--- config.mk ---
export PLATFORM = sky130hd
export DESIGN_NAME = ddr_sdram_ex_chk_lane
export DESIGN_NICKNAME = d
export VERILOG_FILES = /design/src/rtl/ddr_sdram_ex_pkg.sv /design/src/rtl/ddr_sdram_ex_chk_lane.sv
export SDC_FILE = /design/constraint.sdc
export NUM_CORES = 1
export LEC_CHECK = 0
export CAP_MARGIN = 10
export CORE_AREA = 8 8 45 47
export DETAILED_ROUTE_END_ITERATION = 7
export DIE_AREA = 0 0 53 55
export PLACE_DENSITY = 0.77
export SLEW_MARGIN = 15
export SYNTH_ARGS = -nofsm -noshare
export SYNTH_HDL_FRONTEND = slang
export SYNTH_SLANG_ARGS = --single-unit
--- constraint.sdc ---
create_clock -name clk -period 1.1 [get_ports clk]
set_clock_uncertainty 0.05 [all_clocks]
set_input_delay 0.22 -clock clk [delete_from_list [all_inputs] [get_ports clk]]
set_output_delay 0.22 -clock clk [all_outputs]
set_load 0.02 [all_outputs]
--- src/rtl/ddr_sdram_ex_pkg.sv ---
// ---------------------------------------------------------------------------
// ddr_sdram_ex_pkg
// Shared definitions for the DDR SDRAM example driver's pattern generator and
// read checker:
//   chk_state_t : checker FSM state encoding (IDLE, CHECK, DONE)
//   ERR_NONE    : first_err_beat value meaning "no mismatch seen"
//   CNT_MAX     : saturation value for 16-bit counters
//   lfsr_step() : one step of the per-byte-lane 8-bit LFSR. The write
//                 generator uses the same function, so both sides stay
//                 in lock-step.
// ---------------------------------------------------------------------------
package ddr_sdram_ex_pkg;

  typedef enum logic [1:0] {
    ST_IDLE  = 2'd0,
    ST_CHECK = 2'd1,
    ST_DONE  = 2'd2
  } chk_state_t;

  localparam logic [15:0] ERR_NONE = 16'hFFFF;
  localparam logic [15:0] CNT_MAX  = 16'hFFFF;

  // Galois-style shift with taps at bits 2,3,4 (x^8+x^4+x^3+x^2+1),
  // maximal length: period 255 for any non-zero seed.
  function automatic logic [7:0] lfsr_step(input logic [7:0] d);
    logic [7:0] n;
    n[0] = d[7];
    n[1] = d[0];
    n[2] = d[1] ^ d[7];
    n[3] = d[2] ^ d[7];
    n[4] = d[3] ^ d[7];
    n[5] = d[4];
    n[6] = d[5];
    n[7] = d[6];
    return n;
  endfunction

endpackage

--- src/rtl/ddr_sdram_ex_chk_lane.sv ---
// ---------------------------------------------------------------------------
// ddr_sdram_ex_chk_lane
// One byte lane of the read checker: holds the expected-value LFSR, compares
// it against the returned byte and keeps a sticky pass-not-fail bit.
// Ports:
//   clk, reset : clock, synchronous active-high reset (reloads the seed)
//   load_seed  : reload LFSR with LANE_SEED, clear pnf/mismatch state
//   step       : a valid beat is being checked this cycle
//   actual     : returned byte for this lane
//   mismatch   : registered; 1 on the cycle after a mismatching beat
//   pnf        : sticky pass-not-fail, 1 = lane clean
// ---------------------------------------------------------------------------
module ddr_sdram_ex_chk_lane
  import ddr_sdram_ex_pkg::*;
#(
  parameter logic [7:0] LANE_SEED = 8'h20
) (
  input  logic       clk,
  input  logic       reset,
  input  logic       load_seed,
  input  logic       step,
  input  logic [7:0] actual,
  output logic       mismatch,
  output logic       pnf
);

  logic [7:0] lfsr_q, lfsr_d;
  logic       mismatch_q, mismatch_d;
  logic       pnf_q, pnf_d;
  logic       beat_bad;

  // Compare against the current expected value before it advances.
  assign beat_bad = step && (actual != lfsr_q);

  always_comb begin
    lfsr_d     = lfsr_q;
    mismatch_d = 1'b0;
    pnf_d      = pnf_q;
    if (load_seed) begin
      lfsr_d = LANE_SEED;
      pnf_d  = 1'b1;
    end else if (step) begin
      lfsr_d     = lfsr_step(lfsr_q);
      mismatch_d = beat_bad;
      if (beat_bad) begin
        pnf_d = 1'b0;
      end
    end
  end

  always_ff @(posedge clk) begin
    if (reset) begin
      lfsr_q     <= LANE_SEED;
      mismatch_q <= 1'b0;
      pnf_q      <= 1'b1;
    end else begin
      lfsr_q     <= lfsr_d;
      mismatch_q <= mismatch_d;
      pnf_q      <= pnf_d;
    end
  end

  assign mismatch = mismatch_q;
  assign pnf      = pnf_q;

endmodule

==> impl_metrics.yaml <==
logic_synthesis:
  synth-edff-count: 0
  count_of_cell_types_in_the_netlist: 14
  yosys_synthesis_warning_count: 0
  ys_ff_latch: 10
  post_synth_instance_area_um2: 464
  synth-seq-area-share_pct: 43.1
  synth_largest_area_cell: "dfxtp_1"
  synth_cells: 48
  synth_nets: 60
  netlist_top_cells_count: "dfxtp_1, nor2_1, xor2_1, mux2i_1"
  post_synth_main_area_contributors: "dfxtp_1, xor2_1, mux2i_1, nor2_1, xnor2_1"
  synth.top_cell.area_share_pct: 43.1
  ys.flop_type: "dfxtp_1"
  avgSynthCellArea_um2: 9.67
  synth_async_sr_flop_share_pct: 0
clock_tree:
  clock_sinks: 10
  cts_htree_levels: 1
  worstSkewPairLatency_ns: 0.27
  cts_root_buffer: "clkbuf_4"
  worst_setup_hold_path_clk_slew_ns: 0.07
  ctsHoldBuffers: 0
  cts_buffers: 3
  cts_tree: "built"
  cts_buffer_depth: 2
min_path:
  hold_path.startpoint: "pnf$_SDFFE_PP1P_"
  worst_hold_path.num_cells: 2
  holdCritPathClass: "register to register"
  holdPathEnd: "pnf$_SDFFE_PP1P_"
timing:
  final_min_period_over_clock_period_pct: 108
  setup_slack_ns: -0.0890
  period_minus_slack_ns: 1.19
  number_of_slew_limit_violations_in_the_final_report: 0
  highest_attainable_clock_frequency_ghz: 0.841
  worst-slew-pin-transition_ns: 0.345
  hold_slack_ns: 0.441
  final_hold_vios: 0
  max-slew-margin-rel_pct: 76.8
  setup_viol_count_final: 2
  setup_tns_ns: -0.132
  rsz_0062_raised_after_global_routing: "true"
pwr:
  power.combinational.fraction_pct: 15.5
  power_switching_uw: 198
  power_density_cells_nw_per_um2: 1180
  power.ir.vdd_worst_uv: 612
  internal_power_uw: 651
  p_leak_nw: 0.320
  clockPowerShare_pct: 39.5
  net_sw_share_pct: 23.3
  pwr-share-seq_pct: 45.0
route:
  final_antenna_net_count: 0
  per_cell_routed_wire_length_um: 12.9
  drcViolationCount: 0
  num_vias: 397
  detailedRoute.firstIterationViolations: 6
  avgViaCountPerCell: 4.67
  drt-total-wl_um: 1100
  firstDrtPassIters: 2
global_routing:
  overflow: 0
  grt.met3_usage_pct: 2.41
  global_route.usage.total_pct: 8.33
  globalRouteMet1Util_pct: 7.98
  first_global_vias: 423
  grt_antenna_before_repair: 0
  grtUsageMet2_pct: 15.4
  first_pass_grt_wire_length_um: 1750
  grt.busiest_layer: "met2"
  grt_start_max_net_pins: 13
worst_setup_path:
  cp.required_ns: 1.26
  rr_worst_depth: 4
  timing.rr.end: "pnf$_SDFFE_PP1P_"
  crit_arrival_ns: 1.35
  timing.rr.start: "lfsr_q[4]$_SDFFE_PP0P_"
  type_of_destination_of_the_critical_path: "register"
  critical_path.max_fanout: 2
  register_to_register_setup_slack_ns: -0.09
  criticalPathCategory: "register to register"
  cp-start-kind: "register"
placement:
  place.port_buffers: 13
  place_congestion: 0.726
  dp_hpwl_um: 813
floorplanning:
  floorplan.die_area_um2: 2920
  die_w_um: 53
  io-pin-count: 14
  die_h_um: 55
  fp.coreArea_um2: 1380
  initial_core_util_pct: 33.5
  core.rowCount: 14
outcome:
  run_status: "finished with violations"
  violations: "setup timing"
run:
  max_cap_violations: 0
finish:
  area_growth_pct: 54.4
  diodes_inserted: 0
  final_layout_size_suffix_gt1_share_pct: 30.4
  finalNetCount: 82
cells by family after synthesis:
| kind of cell | after synthesis | synth area share, % |
|---|---|---|
| AO/OA/AOI/OAI | 4 | 5.93 |
| XOR/XNOR | 11 | 20.8 |
| buffers and inverters | 3 | 4.31 |
| flip-flops | 10 | 43.1 |
| multiplexers | 5 | 10.8 |
| AND/OR/NAND/NOR | 15 | 15.1 |
critical path: stages, from the launching register on:
cell and delay (ns):
dfxtp_2 0.34, xor2_2 0.14, nor4_2 0.38, a21oi_2 0.11
nor2_1 0.11
metal layers:
metal	wire length, um	up-vias	part of all wire, %
met1	423	186	39
li1	-	198	-
met4	41	0	3.7
met2	601	9	55
met3	29	4	2.6
met5	0	-	0
cell type report:
type,count,area (um2)
Tap cell,16,20.0
Clock buffer,4,36.3
Fill cell,127,667
Sequential cell,10,203
Multi-Input combinational cell,35,269
Timing Repair Buffer,20,189
how the worst max path moves through the flow:
stage                                   to  cells past startpoint                   start  slack (ns)
after CTS                 pnf$_SDFFE_PP1P_                      4  lfsr_q[4]$_SDFFE_PP0P_       -0.03
after global placement    pnf$_SDFFE_PP1P_                      5               actual[6]       -0.39
after floorplan           pnf$_SDFFE_PP1P_                      5  lfsr_q[7]$_SDFFE_PP0P_        0.01
after detailed placement  pnf$_SDFFE_PP1P_                      5               actual[6]       -0.38
after global routing      pnf$_SDFFE_PP1P_                      4  lfsr_q[6]$_SDFFE_PP0P_       -0.14
final                     pnf$_SDFFE_PP1P_                      4  lfsr_q[4]$_SDFFE_PP0P_       -0.09
registers in the layout, indices dropped and copies added, names as in the netlist:
name	count
mismatch	1
pnf	1
lfsr_q	8
through the flow:
| stage | std cells | power (mW) | setup slack [ns] | area (um2) | util, % |
|---|---|---|---|---|---|
| final | 85 | 0.849 | -0.0890 | 717 | 51.8 |
| after global routing | 85 | 0.891 | -0.137 | 717 | 51.8 |
| after CTS | 84 | 0.847 | -0.0256 | 684 | 49.5 |
| after detailed placement | 80 | 0.516 | -0.385 | 652 | 47.1 |
| after global placement | 80 | 0.513 | -0.393 | 652 | 47.1 |
| after floorplan | 48 | 0.445 | 0.0120 | 464 | - |
power groups by stage:
| stage | clock network, mW | registers (mW) | logic, mW |
|---|---|---|---|
| detailed placement | 0 | 0.390 | 0.126 |
| finish | 0.336 | 0.382 | 0.132 |
| global route | 0.365 | 0.383 | 0.143 |
| CTS | 0.340 | 0.382 | 0.125 |
| floorplan | 0 | 0.394 | 0.0515 |
| global placement | 0 | 0.389 | 0.124 |
repair_timing:
| item | CTS | global route |
|---|---|---|
| endpoints found under the setup margin | 4 | 5 |
| setup buffers | 0 | 1 |
| pin swaps | 3 | 5 |
| resized for setup | 11 | 7 |
| endpoints found under the hold margin | 0 | 0 |
layout by cell type, fill, tap and decap left out, types with 2 or more instances in the layout:
master	synthesis	routed
nor2_1	10	10
clkdlybuf4s50_1	0	8
dfxtp_1	10	8
xor2_1	8	7
buf_4	0	6
mux2i_1	5	5
xnor2_1	3	3
clkbuf_4	0	3
a211oi_1	3	2
nor4_2	1	2
nand2_1	2	2
dlymetal6s2s_1	0	2
dfxtp_2	0	2
buf_2	1	2
Power figures use the tool's default switching activity.
